[src/rtl/oam_dma_controller_pkg.sv]
// Shared types and address constants for the OAM DMA engine.
// Build option: OAM_DMA_SRC_MIRROR_EN folds source pages $E0-$FF onto $C0-$DF.
package oam_dma_controller_pkg;

  localparam logic [15:0] OAM_start    = 16'hFE00;
  localparam logic [15:0] DMA_OAM_addr = 16'hFF46;

  typedef enum logic [1:0] {
    DMA_IDLE,
    DMA_START,
    DMA_XFER
  } dma_state_t;

  localparam int unsigned DMA_PHASE_READ  = 0;
  localparam int unsigned DMA_PHASE_WRITE = 1;

  // Page actually fetched from; echo RAM pages alias onto WRAM when mirroring is built in.
  function automatic logic [7:0] dma_src_page(input logic [7:0] page);
`ifdef OAM_DMA_SRC_MIRROR_EN
    return (page >= 8'hE0) ? (page - 8'h20) : page;
`else
    return page;
`endif
  endfunction

endpackage

[src/rtl/oam_dma_controller.sv]
// OAM DMA engine behind $FF46: copies LENGTH bytes from {page,8'h00} to $FE00.
// Build option: OAM_DMA_SRC_MIRROR_EN (see oam_dma_controller_pkg::dma_src_page).
module oam_dma_controller
  import oam_dma_controller_pkg::*;
#(
  parameter int unsigned LENGTH          = 160,
  parameter int unsigned CYCLES_PER_BYTE = 4,
  parameter int unsigned START_DELAY     = 4
) (
  input  logic        clk,
  input  logic        reset,
  input  logic [15:0] reg_addr,
  input  logic [7:0]  reg_wdata,
  input  logic        reg_read_en,
  input  logic        reg_write_en,
  output logic [7:0]  reg_rdata,
  output logic        dma_active,
  output logic [15:0] dma_addr,
  output logic        dma_read_en,
  output logic        dma_write_en,
  output logic [7:0]  dma_wdata,
  input  logic [7:0]  dma_rdata
);

  localparam int unsigned PH_W  = $clog2(CYCLES_PER_BYTE);
  localparam int unsigned DLY_W = (START_DELAY > 1) ? $clog2(START_DELAY) : 1;

  localparam logic [PH_W-1:0]  PH_LAST   = PH_W'(CYCLES_PER_BYTE - 1);
  localparam logic [PH_W-1:0]  PH_READ   = PH_W'(DMA_PHASE_READ);
  localparam logic [PH_W-1:0]  PH_WRITE  = PH_W'(DMA_PHASE_WRITE);
  localparam logic [DLY_W-1:0] DLY_LAST  = DLY_W'(START_DELAY - 1);
  localparam logic [7:0]       IDX_LAST  = 8'(LENGTH - 1);

  dma_state_t       state_q, state_d;
  logic [DLY_W-1:0] dly_q, dly_d;
  logic [7:0]       idx_q, idx_d;
  logic [PH_W-1:0]  phase_q, phase_d;
  logic [7:0]       page_q, page_d;
  logic             hold_q, hold_d;
  logic             active_q, active_d;
  logic             rd_q, rd_d;
  logic             wr_q, wr_d;
  logic [15:0]      addr_q, addr_d;
  logic [7:0]       wdata_q, wdata_d;

  // Register address is pre-decoded and reads have no side effects.
  logic unused_reg_bus;
  assign unused_reg_bus = (reg_addr == DMA_OAM_addr) ^ reg_read_en;

  // State register and registered bus outputs.
  always_ff @(posedge clk) begin
    if (reset) begin
      state_q  <= DMA_IDLE;
      dly_q    <= '0;
      idx_q    <= '0;
      phase_q  <= '0;
      page_q   <= 8'hFF;
      hold_q   <= 1'b0;
      active_q <= 1'b0;
      rd_q     <= 1'b0;
      wr_q     <= 1'b0;
      addr_q   <= 16'h0000;
      wdata_q  <= 8'hFF;
    end else begin
      state_q  <= state_d;
      dly_q    <= dly_d;
      idx_q    <= idx_d;
      phase_q  <= phase_d;
      page_q   <= page_d;
      hold_q   <= hold_d;
      active_q <= active_d;
      rd_q     <= rd_d;
      wr_q     <= wr_d;
      addr_q   <= addr_d;
      wdata_q  <= wdata_d;
    end
  end

  // Next-state sequencing; outputs are decoded from the next state so they land with it.
  always_comb begin
    state_d  = state_q;
    dly_d    = dly_q;
    idx_d    = idx_q;
    phase_d  = phase_q;
    page_d   = page_q;
    hold_d   = hold_q;
    active_d = 1'b0;
    rd_d     = 1'b0;
    wr_d     = 1'b0;
    addr_d   = addr_q;
    wdata_d  = wdata_q;

    unique case (state_q)
      DMA_IDLE: begin
        if (reg_write_en) begin
          state_d = DMA_START;
          dly_d   = '0;
          hold_d  = 1'b0;
          page_d  = reg_wdata;
        end
      end
      DMA_START: begin
        if (dly_q == DLY_LAST) begin
          state_d = DMA_XFER;
          idx_d   = 8'h00;
          phase_d = '0;
        end else begin
          dly_d = dly_q + DLY_W'(1);
        end
      end
      DMA_XFER: begin
        if (phase_q == PH_LAST) begin
          if (idx_q == IDX_LAST) begin
            state_d = DMA_IDLE;
          end else begin
            idx_d   = idx_q + 8'd1;
            phase_d = '0;
          end
        end else begin
          phase_d = phase_q + PH_W'(1);
        end
      end
      default: state_d = DMA_IDLE;
    endcase

    // A write while busy restarts the copy and keeps the bus claimed.
    if (reg_write_en && (state_q != DMA_IDLE)) begin
      state_d = DMA_START;
      dly_d   = '0;
      idx_d   = 8'h00;
      phase_d = '0;
      hold_d  = 1'b1;
      page_d  = reg_wdata;
    end

    active_d = (state_d == DMA_XFER) || ((state_d == DMA_START) && hold_d);
    rd_d     = (state_d == DMA_XFER) && (phase_d == PH_READ);
    wr_d     = (state_d == DMA_XFER) && (phase_d == PH_WRITE);

    if (rd_d) begin
      addr_d = {dma_src_page(page_d), 8'h00} | {8'h00, idx_d};
    end else if (wr_d) begin
      addr_d = OAM_start + {8'h00, idx_d};
    end

    // Source data is valid during the read strobe; capture it for the following write.
    if (rd_q) begin
      wdata_d = dma_rdata;
    end
  end

  assign reg_rdata    = page_q;
  assign dma_active   = active_q;
  assign dma_read_en  = rd_q;
  assign dma_write_en = wr_q;
  assign dma_addr     = addr_q;
  assign dma_wdata    = wdata_q;

endmodule

[config.mk]
export PLATFORM = sky130hd
export DESIGN_NAME = oam_dma_controller
export DESIGN_NICKNAME = d
export VERILOG_FILES = /design/src/rtl/oam_dma_controller_pkg.sv /design/src/rtl/oam_dma_controller.sv
export SDC_FILE = /design/constraint.sdc
export NUM_CORES = 1
export LEC_CHECK = 0
export ABC_CLOCK_PERIOD_IN_PS = 2900
export BUFFER_PORTS_ARGS = -buffer_cell sky130_fd_sc_hd__buf_2
export CAP_MARGIN = 10
export CORE_MARGIN = 5
export CORE_UTILIZATION = 51
export DETAILED_ROUTE_END_ITERATION = 8
export PLACE_DENSITY = 0.84
export RECOVER_POWER = 100
export SETUP_SLACK_MARGIN = 0.15
export SYNTH_ARGS = -nofsm -noshare
export SYNTH_HDL_FRONTEND = slang
export SYNTH_SLANG_ARGS = --single-unit
[constraint.sdc]
create_clock -name clk -period 2.9 [get_ports clk]
set_clock_uncertainty 0.2 [all_clocks]
set_input_delay 0.29 -clock clk [delete_from_list [all_inputs] [get_ports clk]]
set_output_delay 0.29 -clock clk [all_outputs]
set_load 0.05 [all_outputs]
==> impl_metrics.csv, run 1 <==
group,metric,value,unit
min_path,min-delay-path-class,"in -> reg",
routing,dr.first_iter.drc_count,134,
synth,synth_top_cell_by_area,"dfxtp_1",
min_path,hp-start,"reg_wdata[0]",
final_layout,finalInstanceArea,2740,um2
final_layout,nets,359,
status,status,"finished, final reports clean",
global_routing,grtUsageMet1,22.6,%
floorplanning,die_w,77.4,um
place,port_buffers,53,
clock_tree,cts_tree,"built",
synth,synth_fa_ha_area_share,3.78,%
clock_tree,cts_setup_buffers,0,
clock_tree,cts.clk_slew.worst_paths,100,ps
clock_tree,numCtsBuffers,5,
synth,ys_types,52,
clock_tree,clock_sinks,50,
final_layout,drive_above_1_share,12.3,%
critical_path,r2r-start,"idx_q[0]$_SDFF_PP0_",
critical_path,startpoint_type,"register",
global_routing,grtUsageTotal,18.8,%
place,dpl.hpwl,3840,um
global_routing,grt_pass1_vias,2043,
critical_path,crit_buf_inv,1,
synth,synth_compound_area_share,20.6,%
critical_path,crit_family,"compound AO/OA/AOI/OAI gates",
routing,routed_wl,5520,um
synth,synth_edf_count,0,
floorplanning,initial_core_util,52.8,%
synth,synth-simple-area-share,16.4,%
flow_run,drv_cap,0,
final_layout,seqCellArea,1000,um2
timing,clock.fmax,0.389,GHz
timing,hold_violations,0,
pwr,pwr_density_cell,468,nW/um2
final_layout,multi_input_area,1140,um2
synth,synth_xor_area_share,0,%
synth,postSynthAreaPerCell,9.11,um2
synth,synth_top_area_share,43.2,%
clock_tree,cts-root-buf,"clkbuf_8",
final_layout,area_delta_synth_final,18.5,%
critical_path,worstPathMaxFanout,10,
synth,ys_seq_elements,50,
floorplanning,dieArea,5990,um2
final_layout,fillers,384,
pwr,ir_drop,309,uV
global_routing,antenna_found_initial,0,
timing,relSlewSlack,44.8,%
timing,finalWorstSetupSlack,330,ps
synth,synth_top_family_by_area,"compound AO/OA/AOI/OAI gates",
floorplanning,core-area,4380,um2
synth,yosysSeqAreaShare,43.2,%
critical_path,critical-path-slowest-cell,"o211ai_2",
critical_path,worstPathRequired,2880,ps
critical_path,crit_arrival,2550,ps
floorplanning,io_pins,71,
synth,syn-cell-area,2310,um2
place,dpl-instance-area,2620,um2
final_layout,antenna_cells,0,
global_routing,grt_max_degree,20,
global_routing,grt_pass1_wl,9450,um
place,dp_slack,404,ps
floorplanning,row_count,24,
critical_path,cpPeakStageDelay,440,ps
synth,muxShareOfSynthArea,8.32,%
timing,finalCritPeriodShare,88.6,%
timing,period_needed,2570,ps
synth,synthArstFlopShare,0,%
synth,synth_nets,297,
timing,rsz0062_at_grt,"false",
routing,dr.pass1.iters,4,
timing,finalSetupViolCount,0,
synth,synth_area_leaders,"dfxtp_1, mux2i_1, inv_1",
synth,ys.flop_type,"dfxtp_1",
critical_path,critical_path_class,"reg -> reg",
global_routing,grt-ovfl-total,0,
routing,vias_per_cell,5.66,
global_routing,grt_use_met3,5.56,%
pwr,power.leakage,1.09,nW
timing,slew_viol_final,0,
routing,via_count,2090,
critical_path,path_cells,"ha_1 > nand4_2 > o311ai_4 > a211oi_2 > o211ai_2 > clkbuf_2 > a32oi_1",
synth,yosys_warnings,0,
floorplanning,die_y,77.4,um
routing,ant_nets,0,
critical_path,cp-end-kind,"register",
routing,post-route-drc-count,0,
clock_tree,h-tree-depth,2,
place,place_congestion,0.871,
clock_tree,clockBufferDepth,2,
clock_tree,insertion_delay,310,ps
timing,setup_tns,0,ps
synth,syn_inst,254,
critical_path,crit_start,"idx_q[0]$_SDFF_PP0_",
global_routing,top_usage_layer,"met2",
global_routing,use_met2,31.0,%
timing,worst_pin_slew,828,ps
routing,wl_per_cell,14.9,um
worst paths after layout:
path	endpoint	slack, ps	cells after the start
setup / recovery	dma_addr[2]$_SDFFE_PP0P_	330	7
hold / removal	reg_rdata[0]$_SDFF_PP1_	10	3
setup reg to reg	dma_addr[2]$_SDFFE_PP0P_	330	7
hold reg to reg	dma_addr[1]$_SDFFE_PP0P_	250	2
stage by stage:
step	utilization, %	std cells	hold WS (ps)	total power, mW
after CTS	63.8	369	5.60	1.30
after detailed placement	59.8	353	236	0.878
final	62.6	369	12.2	1.28
after global routing	62.6	369	7.00	1.34
after floorplan	-	254	219	0.836
after global placement	59.8	353	230	0.876
cells in the final DEF, fill, tap and decap left out, types with 2 or more instances in the layout:
cell,n
dfxtp_1,50
a21oi_1,10
a21o_1,2
and4_1,2
a32oi_1,10
ha_1,7
clkbuf_8,5
dlygate4sd3_1,8
inv_1,28
o22ai_1,2
nor3_1,5
buf_4,3
mux2_2,2
and3_1,2
nor2_1,14
clkbuf_1,37
o21ai_0,11
clkinvlp_4,2
mux2i_1,17
and2_1,2
a31oi_1,2
nand3_1,4
nand2_1,26
nand2b_1,7
o21a_1,2
or3_1,2
a221oi_1,7
nor2b_1,4
buf_2,17
synthesized netlist by cell type (3+ instances only):
cell,instances
a21oi_1,10
a32oi_1,10
inv_1,28
nand2_1,26
mux2i_1,17
clkbuf_1,6
a221oi_1,7
nor2b_1,3
nor2_1,14
nand2b_1,7
ha_1,7
and2_1,3
nor3_1,5
o21ai_0,11
dfxtp_1,50
nand3_1,4
routing by layer:
layer / part of all wire, % / vias up / routed length, um
li1: - / 1040 / -
met1: 42 / 981 / 2300
met2: 50 / 59 / 2730
met3: 6.5 / 10 / 361
met4: 2.2 / 0 / 119
met5: 0 / - / 0
worst register-to-register path: stages, from the launching register on:
cell,delay [ps]
dfxtp_1,420
ha_1,280
nand4_2,240
o311ai_4,370
a211oi_2,140
o211ai_2,440
clkbuf_2,290
a32oi_1,80
power breakdown:
group	switching [mW]	internal, mW	leakage, nW
logic	0.108	0.0555	0.643
clock network	0.243	0.173	0.0408
registers	0.00722	0.698	0.405
total	0.358	0.926	1.09
cells by family after synthesis:
kind of cell / count (synthesis)
adder cells (fa/ha/maj): 7
AO/OA/AOI/OAI: 62
buffers and inverters: 41
multiplexers: 19
flip-flops: 50
AND/OR/NAND/NOR: 75
what timing repair did:
action | in CTS | in global routing
hold buffers | 8 | 0
endpoints found under the setup margin | 0 | 0
endpoints found under the hold margin | 8 | 0
resized for setup | 0 | 0
cell type report:
class | instances | area share (%)
Inverter | 29 | 3.97
Multi-Input combinational cell | 163 | 41.4
Sequential cell | 50 | 36.5
Clock buffer | 5 | 2.51
Timing Repair Buffer | 67 | 12.4
Tap cell | 52 | 2.37
Clock inverter | 3 | 0.867
registers in the layout (all words and copies together), names as in the netlist:
register,cells
dma_addr,16
dma_wdata,8
idx_q,8
reg_rdata,8
dly_q,2
phase_q,2
state_q,2
dma_active,1
dma_read_en,1
dma_write_en,1
hold_q,1
(Power assumes the default switching activity.)
==> inputs of run 2 (changes only) <==
- PLACE_DENSITY: 0.84 -> 0.82
==> run 2 against run 1 <==
Net effect: largest power group unchanged; core utilization up 0.34 points; design area up 0.55%; global-route usage down 0.35 points; fmax down 1.4%; clock power up 22%; final cell count down 0.54%; via count up 0.62%; first-iteration DRC count up 0.75%; combinational power about the same; count of clock-buffer cells in the layout unchanged.
==> impl_metrics.csv, run 2 (synthesized netlist as in run 1, its figures left out) <==
group,metric,value,unit
critical_path,crit_arrival,2620,ps
final_layout,largest_reg_flops,16,
timing,slew_viol_final,0,
clock_tree,cts.clk_slew.worst_paths,100,ps
routing,post-route-drc-count,0,
final_layout,nets,357,
critical_path,worstPathRequired,2920,ps
clock_tree,h-tree-depth,2,
final_layout,area_delta_synth_final,19.1,%
critical_path,startpoint_type,"register",
clock_tree,clockBufferDepth,2,
routing,via_count,2103,
clock_tree,cts-root-buf,"clkbuf_8",
timing,hold_violations,0,
timing,finalCritPeriodShare,89.9,%
routing,wl_per_cell,15.2,um
clock_tree,cts_tree,"built",
timing,rsz0062_at_grt,"false",
critical_path,cp-end-kind,"register",
timing,relSlewSlack,44.2,%
final_layout,drive_above_1_share,11.7,%
floorplanning,initial_core_util,52.8,%
routing,vias_per_cell,5.73,
critical_path,worstPathMaxFanout,17,
global_routing,grt-ovfl-total,0,
floorplanning,die_y,77.4,um
clock_tree,clock_sinks,50,
floorplanning,dieArea,5990,um2
timing,period_needed,2610,ps
routing,dr.pass1.iters,4,
global_routing,grtUsageTotal,18.5,%
floorplanning,row_count,24,
floorplanning,die_w,77.4,um
pwr,pwr_density_cell,501,nW/um2
floorplanning,core-area,4380,um2
pwr,power.leakage,1.09,nW
timing,finalSetupViolCount,0,
status,status,"finished, final reports clean",
clock_tree,numCtsBuffers,5,
floorplanning,io_pins,71,
clock_tree,insertion_delay,310,ps
critical_path,critical_path_class,"reg -> reg",
place,place_congestion,0.829,
place,dpl.hpwl,3910,um
global_routing,grt_max_degree,20,
global_routing,grt_pass1_vias,2098,
global_routing,antenna_found_initial,0,
min_path,min-delay-path-class,"in -> reg",
timing,clock.fmax,0.383,GHz
global_routing,grt_pass1_wl,9340,um
routing,dr.first_iter.drc_count,135,
final_layout,layout_common_cells,"dfxtp_1, clkbuf_1, inv_1, nand2_1",
timing,setup_tns,0,ps
pwr,ir_drop,368,uV
place,port_buffers,53,
routing,ant_nets,0,
final_layout,antenna_cells,0,
final_layout,final_common_cell,"dfxtp_1",
routing,routed_wl,5580,um
final_layout,final_util,62.9,%
flow_run,drv_cap,0,
timing,worst_pin_slew,837,ps
final_layout,fillers,382,
run 2: per-stage QoR:
step           std cells  hold slack, ps  power [mW]  setup slack (ps)  area [um2]
2_1_floorplan        254             219       0.836               596        2310
5_1_grt              367            4.78        1.44               145        2760
3_5_place_dp         352             238       0.879               286        2620
6_report             367            15.8        1.38               292        2760
4_1_cts              366            2.32        1.39               258        2790
3_3_place_gp         352             230       0.875               353        2620
run 2: layout make-up:
class	instances	area [um2]	area share [%]
inverters	29	109	3.95
repair buffers	65	320	11.6
well taps	52	65.1	2.36
clock buffers	5	68.8	2.50
flip-flops and latches	50	1000	36.3
multi-input cells	163	1140	41.5
clock inverters	3	48.8	1.77
run 2: worst max-delay path, cell delays in order (launching register included):
cell	delay, ps
dfxtp_1	430
inv_1	90
ha_1	280
nor2b_1	470
nand2b_1	120
o22ai_1	340
o211ai_4	240
a221oi_1	340
run 2: metal layers:
layer | routed length (um) | GRT usage (%) | share of wire, %
met4 | 69 | 6.87 | 1.2
met2 | 2730 | 31.4 | 49
met5 | 0 | 0 | 0
met3 | 378 | 4.86 | 6.8
met1 | 2410 | 22.4 | 43
run 2: final timing paths:
check | from | endpoint | slack [ps] | cells after the start
setup reg to reg | state_q[1]$_SDFF_PP0_ | dma_addr[13]$_SDFFE_PP0P_ | 290 | 7
hold / removal | dma_rdata[4] | dma_wdata[4]$_SDFFE_PP1P_ | 20 | 3
setup / recovery | state_q[1]$_SDFF_PP0_ | dma_addr[13]$_SDFFE_PP0P_ | 290 | 7
hold reg to reg | dma_addr[7]$_SDFFE_PP0P_ | dma_addr[7]$_SDFFE_PP0P_ | 250 | 2
run 2: power breakdown:
part / switching, mW / leakage (nW) / internal (mW)
combinational: 0.112 / 0.633 / 0.0542
sequential: 0.00749 / 0.405 / 0.698
clock: 0.246 / 0.0563 / 0.263
run 2: repair_timing:
action                                  4_1_cts  5_1_grt
buffers inserted                              0        0
hold buffers                                  6        1
resized for setup                             0        1
endpoints found under the setup margin        0       16
hold endpoints to repair                      6        1
==> inputs of run 3 (changes only) <==
- ABC_CLOCK_PERIOD_IN_PS: 2900 -> 2950
- clock period: 2.9 -> 2.95 ns (I/O delays scaled with it)
==> run 3 against run 2 <==
Net effect: design area decreased by 3.1%; die area unchanged; non-clock buffer count fell by 5; clock power shrank 21%; count of clock-buffer cells in the layout stayed put; worst setup slack better by 2.8 ps; critical path depth fell by 1; global-route usage decreased by 0.73 points; via count shrank 3.7%; highest routed layer unchanged; fmax down 1.8%.
==> impl_metrics.csv, run 3 (synthesized netlist as in run 1, its figures left out) <==
group,metric,value,unit
final_layout,seqCellArea,1000,um2
timing,rsz0062_at_grt,"false",
timing,clock.fmax,0.377,GHz
pwr,pwr_density_cell,468,nW/um2
timing,slew_viol_final,0,
critical_path,r2r_cells,6,
pwr,power_frac_seq,55.4,%
timing,hold_violations,0,
clock_tree,h-tree-depth,2,
final_layout,final_common_cell,"dfxtp_1",
floorplanning,io_pins,71,
global_routing,grt_max_degree,20,
routing,wl_per_cell,14.6,um
critical_path,crit_arrival,2690,ps
global_routing,grt-ovfl-total,0,
clock_tree,numCtsBuffers,5,
clock_tree,cts-root-buf,"clkbuf_8",
floorplanning,die_w,77.4,um
place,dp_cells,351,
floorplanning,dieArea,5990,um2
final_layout,final_cells,362,
clock_tree,insertion_delay,300,ps
place,place_congestion,0.824,
final_layout,antenna_cells,0,
min_path,min-delay-path-class,"in -> reg",
pwr,combPwrFrac,12.6,%
pwr,p_sw,347,uW
final_layout,drive_above_1_share,11.3,%
pwr,ir_drop,360,uV
floorplanning,initial_core_util,52.8,%
timing,finalCritPeriodShare,90.0,%
routing,dr.first_iter.drc_count,122,
pwr,p_clk_share,32.0,%
clock_tree,clockBufferDepth,2,
global_routing,grt_pass1_wl,8880,um
critical_path,worstPathMaxFanout,8,
timing,finalSetupViolCount,0,
floorplanning,core-area,4380,um2
global_routing,grtUsageTotal,17.8,%
place,port_buffers,53,
routing,vias_per_cell,5.60,
timing,finalWorstSetupSlack,295,ps
pwr,power.leakage,1.06,nW
final_layout,layout_common_cells,"dfxtp_1, clkbuf_1, inv_1, nand2_1",
timing,period_needed,2660,ps
critical_path,startpoint_type,"register",
pwr,internal_power,904,uW
routing,dr.pass1.iters,4,
global_routing,grt_pass1_vias,1998,
floorplanning,die_y,77.4,um
routing,routed_wl,5270,um
final_layout,fillers,389,
global_routing,antenna_found_initial,0,
min_path,whs_path_depth,3,
flow_run,drv_cap,0,
clock_tree,cts_tree,"built",
status,status,"finished, final reports clean",
final_layout,nets,352,
routing,via_count,2026,
timing,relSlewSlack,43.9,%
routing,ant_nets,0,
timing,worst_pin_slew,842,ps
final_layout,largest_reg_flops,16,
place,dpl-instance-area,2610,um2
critical_path,critical_path_class,"reg -> reg",
pwr,sw_frac_of_total,27.7,%
clock_tree,cts.clk_slew.worst_paths,90,ps
clock_tree,cts_setup_buffers,0,
place,dp_slack,240,ps
critical_path,worstPathRequired,2980,ps
critical_path,cp-end-kind,"register",
clock_tree,clock_sinks,50,
final_layout,multi_input_area,1130,um2
timing,setup_tns,0,ps
routing,post-route-drc-count,0,
final_layout,finalInstanceArea,2670,um2
place,dpl.hpwl,3830,um
final_layout,area_delta_synth_final,15.5,%
floorplanning,row_count,24,
==> run 3: through the flow <==
stage               hold WS, ps  power (mW)  utilization, %
finish                     5.16        1.25            61.0
global placement            230       0.860            59.5
floorplan                   224       0.822               -
global route               14.5        1.30            61.0
CTS                        4.52        1.26            62.2
detailed placement          234       0.863            59.5
==> run 3: per-layer routing <==
metal	GRT usage [%]	share of wire [%]	vias up
li1	-	-	1010
met3	5.32	6.0	7
met5	0	0	-
met1	21.5	42	955
met2	30.1	50	54
met4	5.84	1.3	0
==> run 3: critical path, stage by stage (launching register included) <==
cell and delay [ps]:
dfxtp_1 420, ha_1 260, nand4_1 320, o311ai_4 410
a211oi_1 200, or3_1 530, a32oi_1 250
==> run 3: layout make-up <==
type | instances | area share [%]
tap | 52 | 2.43
timing repair buffer | 60 | 10.3
inverter | 29 | 4.07
sequential | 50 | 37.5
clock buffer | 5 | 2.57
clock inverter | 3 | 0.702
multi-input combinational | 163 | 42.4
==> run 3: final timing paths <==
kind | start | to | slack (ps)
min | dma_rdata[7] | dma_wdata[7]$_SDFFE_PP1P_ | 5
min reg2reg | dma_addr[6]$_SDFFE_PP0P_ | dma_addr[6]$_SDFFE_PP0P_ | 250
max reg2reg | idx_q[0]$_SDFF_PP0_ | dma_addr[5]$_SDFFE_PP0P_ | 290
max | idx_q[0]$_SDFF_PP0_ | dma_addr[5]$_SDFFE_PP0P_ | 290
==> run 3: power by group through the flow <==
stage                     sequential, mW  combinational (mW)  clock [mW]
after global placement             0.708               0.152           0
after CTS                          0.693               0.158       0.407
after global routing               0.695               0.172       0.433
after floorplan                    0.734              0.0879           0
after detailed placement           0.709               0.154           0
final                              0.693               0.157       0.400
==> run 3: what timing repair did <==
item,in CTS,in global routing
hold endpoints to repair,3,0
gates resized for setup,0,1
hold buffers,3,0
setup endpoints to repair,0,15
